### src/rtl/ps2_key_pkg.sv
// Shared scancodes, key indices and FSM states for the PS/2 game-control path.
// Imported by the scancode map and by the controller top.
package ps2_key_pkg;

    localparam logic [7:0] SC_E0    = 8'hE0;
    localparam logic [7:0] SC_F0    = 8'hF0;
    localparam logic [7:0] SC_E1    = 8'hE1;
    localparam logic [7:0] SC_W     = 8'h1D;
    localparam logic [7:0] SC_A     = 8'h1C;
    localparam logic [7:0] SC_S     = 8'h1B;
    localparam logic [7:0] SC_D     = 8'h23;
    localparam logic [7:0] SC_SPACE = 8'h29;
    localparam logic [7:0] SC_ESC   = 8'h76;
    localparam logic [7:0] SC_UP    = 8'h75;
    localparam logic [7:0] SC_LEFT  = 8'h6B;
    localparam logic [7:0] SC_DOWN  = 8'h72;
    localparam logic [7:0] SC_RIGHT = 8'h74;

    localparam int K_NUM = 10;

    typedef enum logic [3:0] {
        K_W     = 4'd0,
        K_A     = 4'd1,
        K_S     = 4'd2,
        K_D     = 4'd3,
        K_UP    = 4'd4,
        K_LEFT  = 4'd5,
        K_DOWN  = 4'd6,
        K_RIGHT = 4'd7,
        K_SPACE = 4'd8,
        K_ESC   = 4'd9
    } key_idx_e;

    typedef enum logic [2:0] {
        ST_IDLE    = 3'd0,
        ST_EXT     = 3'd1,
        ST_BRK     = 3'd2,
        ST_EXT_BRK = 3'd3,
        ST_SKIP    = 3'd4
    } ps2_state_e;

    // Keyboard housekeeping bytes (BAT, ack, echo, resend, error) carry no key meaning.
    function automatic logic is_discard(input logic [7:0] b);
        logic r;
        case (b)
            8'hAA, 8'hFA, 8'hEE, 8'hFE, 8'h00, 8'hFF: r = 1'b1;
            default:                                  r = 1'b0;
        endcase
        return r;
    endfunction

endpackage

### src/rtl/ps2_scancode_map.sv
// Combinational lookup from (extended flag, scancode byte) to a tracked key index.
// Standard codes only match with ext=0 and arrow codes only with ext=1.
module ps2_scancode_map
    import ps2_key_pkg::*;
(
    input  logic       ext,
    input  logic [7:0] code,
    output logic       hit,
    output key_idx_e   idx
);

    // Decode the prefixed byte into a key slot.
    always_comb begin
        hit = 1'b1;
        idx = K_W;
        case ({ext, code})
            {1'b0, SC_W}:     idx = K_W;
            {1'b0, SC_A}:     idx = K_A;
            {1'b0, SC_S}:     idx = K_S;
            {1'b0, SC_D}:     idx = K_D;
            {1'b0, SC_SPACE}: idx = K_SPACE;
            {1'b0, SC_ESC}:   idx = K_ESC;
            {1'b1, SC_UP}:    idx = K_UP;
            {1'b1, SC_LEFT}:  idx = K_LEFT;
            {1'b1, SC_DOWN}:  idx = K_DOWN;
            {1'b1, SC_RIGHT}: idx = K_RIGHT;
            default: begin
                hit = 1'b0;
                idx = K_W;
            end
        endcase
    end

endmodule

### src/rtl/ps2_key_controller.sv
// Turns the PS2Receiver byte stream into held-key state for two players
// plus single-cycle start/pause pulses that ignore typematic repeats.
module ps2_key_controller
    import ps2_key_pkg::*;
#(
    parameter int E1_SKIP   = 7,
    parameter int FLAG_SYNC = 1
) (
    input  logic        clk,
    input  logic        rst_n,
    input  logic [15:0] keycode,
    input  logic        key_flag,
    output logic [3:0]  p1_dir,
    output logic [3:0]  p2_dir,
    output logic        start_pulse,
    output logic        pause_pulse,
    output logic        any_held
);

    logic             flag_s;
    logic             flag_q_r;
    logic             byte_stb_s;
    logic [7:0]       byte_s;
    logic             unused_s;

    ps2_state_e       state_r;
    ps2_state_e       state_nxt_s;
    logic [7:0]       skip_cnt_r;
    logic [7:0]       skip_nxt_s;
    logic             ext_s;
    logic             make_s;
    logic             brk_s;

    logic             map_hit_s;
    key_idx_e         map_idx_s;

    logic [K_NUM-1:0] held_r;
    logic [K_NUM-1:0] held_nxt_s;
    logic             any_held_r;
    logic             start_r;
    logic             start_nxt_s;
    logic             pause_r;
    logic             pause_nxt_s;

    assign unused_s = ^keycode[15:8];
    assign byte_s   = keycode[7:0];

    // Sync flops reset high so a flag already high at reset release never looks like a new byte.
    generate
        if (FLAG_SYNC != 0) begin : g_sync
            logic [1:0] sync_r;
            // Two-flop synchroniser for the slower-domain flag.
            always_ff @(posedge clk) begin
                if (!rst_n) begin
                    sync_r <= 2'b11;
                end else begin
                    sync_r <= {sync_r[0], key_flag};
                end
            end
            assign flag_s = sync_r[1];
        end else begin : g_nosync
            assign flag_s = key_flag;
        end
    endgenerate

    // Previous flag sample for rising-edge detection.
    always_ff @(posedge clk) begin
        if (!rst_n) begin
            flag_q_r <= 1'b1;
        end else begin
            flag_q_r <= flag_s;
        end
    end

    assign byte_stb_s = flag_s & ~flag_q_r;
    assign ext_s      = (state_r == ST_EXT) || (state_r == ST_EXT_BRK);

    ps2_scancode_map u_map (
        .ext  (ext_s),
        .code (byte_s),
        .hit  (map_hit_s),
        .idx  (map_idx_s)
    );

    // FSM state and E1 skip counter registers.
    always_ff @(posedge clk) begin
        if (!rst_n) begin
            state_r    <= ST_IDLE;
            skip_cnt_r <= 8'd0;
        end else begin
            state_r    <= state_nxt_s;
            skip_cnt_r <= skip_nxt_s;
        end
    end

    // Prefix sequencing: decides whether the current byte is a make, a break or ignored.
    always_comb begin
        state_nxt_s = state_r;
        skip_nxt_s  = skip_cnt_r;
        make_s      = 1'b0;
        brk_s       = 1'b0;
        if (byte_stb_s) begin
            case (state_r)
                ST_IDLE: begin
                    if (is_discard(byte_s)) begin
                        state_nxt_s = ST_IDLE;
                    end else if (byte_s == SC_E0) begin
                        state_nxt_s = ST_EXT;
                    end else if (byte_s == SC_F0) begin
                        state_nxt_s = ST_BRK;
                    end else if (byte_s == SC_E1) begin
                        state_nxt_s = ST_SKIP;
                        skip_nxt_s  = 8'(E1_SKIP);
                    end else begin
                        make_s = 1'b1;
                    end
                end
                ST_EXT: begin
                    if (is_discard(byte_s)) begin
                        state_nxt_s = ST_IDLE;
                    end else if (byte_s == SC_F0) begin
                        state_nxt_s = ST_EXT_BRK;
                    end else if (byte_s == SC_E0) begin
                        state_nxt_s = ST_EXT;
                    end else begin
                        make_s      = 1'b1;
                        state_nxt_s = ST_IDLE;
                    end
                end
                ST_BRK, ST_EXT_BRK: begin
                    // A second prefix here is a protocol error: drop it rather than reinterpret.
                    state_nxt_s = ST_IDLE;
                    if (is_discard(byte_s) || (byte_s == SC_E0) || (byte_s == SC_F0)) begin
                        brk_s = 1'b0;
                    end else begin
                        brk_s = 1'b1;
                    end
                end
                ST_SKIP: begin
                    if (skip_cnt_r <= 8'd1) begin
                        skip_nxt_s  = 8'd0;
                        state_nxt_s = ST_IDLE;
                    end else begin
                        skip_nxt_s  = skip_cnt_r - 8'd1;
                    end
                end
                default: begin
                    state_nxt_s = ST_IDLE;
                    skip_nxt_s  = 8'd0;
                end
            endcase
        end else begin
            state_nxt_s = state_r;
        end
    end

    // Held-bit update and 0->1 pulse qualification.
    always_comb begin
        held_nxt_s  = held_r;
        start_nxt_s = 1'b0;
        pause_nxt_s = 1'b0;
        if (map_hit_s && make_s) begin
            held_nxt_s[map_idx_s] = 1'b1;
            start_nxt_s = (map_idx_s == K_SPACE) && !held_r[K_SPACE];
            pause_nxt_s = (map_idx_s == K_ESC) && !held_r[K_ESC];
        end else if (map_hit_s && brk_s) begin
            held_nxt_s[map_idx_s] = 1'b0;
        end else begin
            held_nxt_s = held_r;
        end
    end

    // Output-side registers.
    always_ff @(posedge clk) begin
        if (!rst_n) begin
            held_r     <= '0;
            any_held_r <= 1'b0;
            start_r    <= 1'b0;
            pause_r    <= 1'b0;
        end else begin
            held_r     <= held_nxt_s;
            any_held_r <= |held_nxt_s;
            start_r    <= start_nxt_s;
            pause_r    <= pause_nxt_s;
        end
    end

    assign p1_dir      = {held_r[K_W], held_r[K_A], held_r[K_S], held_r[K_D]};
    assign p2_dir      = {held_r[K_UP], held_r[K_LEFT], held_r[K_DOWN], held_r[K_RIGHT]};
    assign start_pulse = start_r;
    assign pause_pulse = pause_r;
    assign any_held    = any_held_r;

endmodule

### config.mk
export PLATFORM = sky130hd
export DESIGN_NAME = ps2_key_controller
export DESIGN_NICKNAME = d
export VERILOG_FILES = /design/src/rtl/ps2_key_pkg.sv /design/src/rtl/ps2_scancode_map.sv /design/src/rtl/ps2_key_controller.sv
export SDC_FILE = /design/constraint.sdc
export NUM_CORES = 1
export LEC_CHECK = 0
export CAP_MARGIN = 20
export CORE_UTILIZATION = 30
export DETAILED_ROUTE_END_ITERATION = 12
export SLEW_MARGIN = 15
export SYNTH_ARGS = -nofsm -noshare
export SYNTH_HDL_FRONTEND = slang
export SYNTH_SLANG_ARGS = --single-unit
### constraint.sdc
create_clock -name clk -period 4.2 [get_ports clk]
set_input_delay 0.42 -clock clk [delete_from_list [all_inputs] [get_ports clk]]
set_output_delay 0.42 -clock clk [all_outputs]
set_load 0.005 [all_outputs]
==> results_dict.tcl <==
set metrics [dict create \
    insertedDiodeCount 0 \
    die_width_microns 80.6 \
    cap_viol_max_count 0 \
    register_area_sq_um 541 \
    crit_fanout 17 \
    tightest_slew_ns 0.730 \
    layout_min_cycle_time_ns 2.81 \
    antenna_left 0 \
    synth_area_sq_um 1850 \
    io_buffers 21 \
    synth_cell_types 65 \
    path_buf_inv 1 \
    dieArea_sq_um 6490 \
    crit_arrival_ns 2.96 \
    avgSynthCellArea_sq_um 8.24 \
    gr-usage-all-layers_pct 14.0 \
    met1_usage_pct 20.5 \
    crit_path_top_delay_cell "clkdlybuf4s50_1" \
    worstHoldPathType "reg -> reg" \
    cp.depth 8 \
    vdd_drop_max_v 0.000114 \
    path_clk_slew_ns 0.10 \
    maxSlewViolCount 0 \
    endpoint_kind "flop" \
    grt_pass1_wl_microns 7220 \
    yosysWarnings 0 \
    routedWlPerCell_microns 13.5 \
    fin_cells 309 \
    h-tree-depth 1 \
    busiest_layer "met2" \
    crit_path_start "keycode[1]" \
    synth_edf_count 0 \
    reg2reg_slack_ns 1.86 \
    path_cells "clkdlybuf4s50_1, or3b_1, a2111oi_4, a211oi_2, o31ai_1, a21boi_1, o32ai_1, a41oi_2" \
    fin_skew_ns 0.00809 \
    drc 0 \
    nFillCells 641 \
    syn_inst 225 \
    status "complete, no violations" \
    viasPerCell 5.42 \
    grt_pass1_vias 1488 \
    critPathKind "in -> reg" \
    rows 28 \
    final_cell_mix "27 x dfxtp_1, 21 x nor2_1, 21 x clkdlybuf4s50_1" \
    dr_total_vias 1674 \
    rsz0062_at_grt "no" \
    core_area_sq_um 5960 \
    fin_crit_sh_pct 66.9 \
    pwr_density_cell_nw_per_um2 219 \
    num_io_pins 30 \
    clock_path_buffers 2 \
    async_reset_ff_share_pct 0 \
    hold_viol_final 0 \
    met2_usage_pct 20.9 \
    syn_to_final_growth_pct 12.4 \
    total_power_uw 455 \
    dp_hpwl_microns 3160 \
    cts_sinks 27 \
    required_ns 4.35 \
    dieHeight_microns 80.6 \
    clk_latency_ns 0.28 \
    dr.first_iter.drc_count 138 \
    use_met3_pct 1.36 \
    wirelength_microns 4160 \
    layout_commonest_cell "dfxtp_1" \
    syn-num-nets 246 \
    leakage_uw 0.000647 \
    worstReg2RegStart "state_r[0]$_SDFFE_PN0P_" \
    reg2reg_depth 7 \
    cts_resized 0 \
    drive_above_1_share_pct 11.5 \
    ctsHoldBuffers 0 \
    root_buffer "clkbuf_8" \
    fin_hold_ws_ns 0.419 \
    crit_family "compound AO/OA/AOI/OAI gates" \
    place.gp.congestion 0.846 \
    grt_max_degree 18 \
    fmax_mhz 356 \
    num-nets-final 256 \
    slowest_delay_ns 0.79 \
    postCtsSetupRepairBufs 0 \
    synth_seq_cells 27 \
    ys.flop_type "dfxtp_1" \
    numCtsBuffers 3 \
    place_inst 305 \
    firstDrtPassIters 4 \
    seq_area_frac_synth_pct 29.2 \
    finalSetupTns_ns 0 \
    multi_input_area_sq_um 1160 \
    grt_remaining_overflow 0 \
    reg2reg_to "any_held$_SDFF_PN0_" \
    initial_utilization_pct 31.1 \
    crit_path_end "any_held$_SDFF_PN0_" \
    antenna_found_initial 0 \
    setup_viol 0 \
    slew_headroom_pct 51.0 \
    cp-start-kind "input port" \
    cts_tree "built" \
]
## worst min path at each step
stage                                startpoint                           to  depth (start not counted)
floorplan           g_sync.sync_r[0]$_SDFF_PN1_  g_sync.sync_r[1]$_SDFF_PN1_                          1
global placement    g_sync.sync_r[0]$_SDFF_PN1_  g_sync.sync_r[1]$_SDFF_PN1_                          1
detailed placement  g_sync.sync_r[0]$_SDFF_PN1_  g_sync.sync_r[1]$_SDFF_PN1_                          1
CTS                 g_sync.sync_r[0]$_SDFF_PN1_  g_sync.sync_r[1]$_SDFF_PN1_                          1
global route        g_sync.sync_r[0]$_SDFF_PN1_  g_sync.sync_r[1]$_SDFF_PN1_                          1
finish              g_sync.sync_r[0]$_SDFF_PN1_  g_sync.sync_r[1]$_SDFF_PN1_                          1
## report_power, final
group / internal [uW] / switching (uW) / total (uW)
sequential: 257 / 0.446 / 257
clock: 66.7 / 84.0 / 151
combinational: 18.8 / 28.1 / 46.9
total: 343 / 113 / 455
## per-layer routing
metal | wire, microns | vias up
li1 | - | 853
met2 | 1790 | 43
met5 | 0 | -
met4 | 59 | 0
met3 | 114 | 5
met1 | 2200 | 773
## final cells by class
class	count	share of cell area, %
multi-input cells	175	55.9
flip-flops and latches	27	26.0
repair buffers	21	10.1
well taps	75	4.51
clock buffers	3	1.98
inverters	7	1.26
clock inverters	1	0.240
## cell families (layout without fill, tap and decap cells)
kind of cell | after synthesis | count (layout) | synth area share [%]
xor+xnor | 5 | 5 | 2.36
buf+inv | 23 | 32 | 7.97
compound gates | 66 | 66 | 26.6
simple gates | 101 | 101 | 32.0
flops | 27 | 27 | 29.2
fa+ha+maj | 3 | 3 | 1.89
## sequential cells by signal, summed over array words and instances, names as in the netlist
| register | count |
|---|---|
| g_sync.sync_r | 2 |
| pause_pulse | 1 |
| any_held | 1 |
| skip_cnt_r | 8 |
| flag_q_r | 1 |
| held_r | 10 |
| state_r | 3 |
| start_pulse | 1 |
## Yosys cell counts (5+ instances only)
master	instances	area share (%)
a21oi_1	15	4.1
buf_4	10	4.1
dfxtp_1	27	29
inv_1	7	1.4
nand2_1	14	2.8
nand2b_1	8	2.7
nand3_1	6	1.6
nor2_1	21	4.3
nor3_1	9	2.4
nor4_1	5	1.7
o21ai_0	17	4.6
## stage by stage
stage	worst slack, ns	cell area [sq um]	utilization, %
final	1.39	2080	35.0
after global routing	1.16	2080	35.0
after global placement	1.12	2040	34.2
after detailed placement	1.12	2040	34.2
after CTS	1.38	2080	35.0
after floorplan	2.01	1850	-
Power figures use the tool's default switching activity.
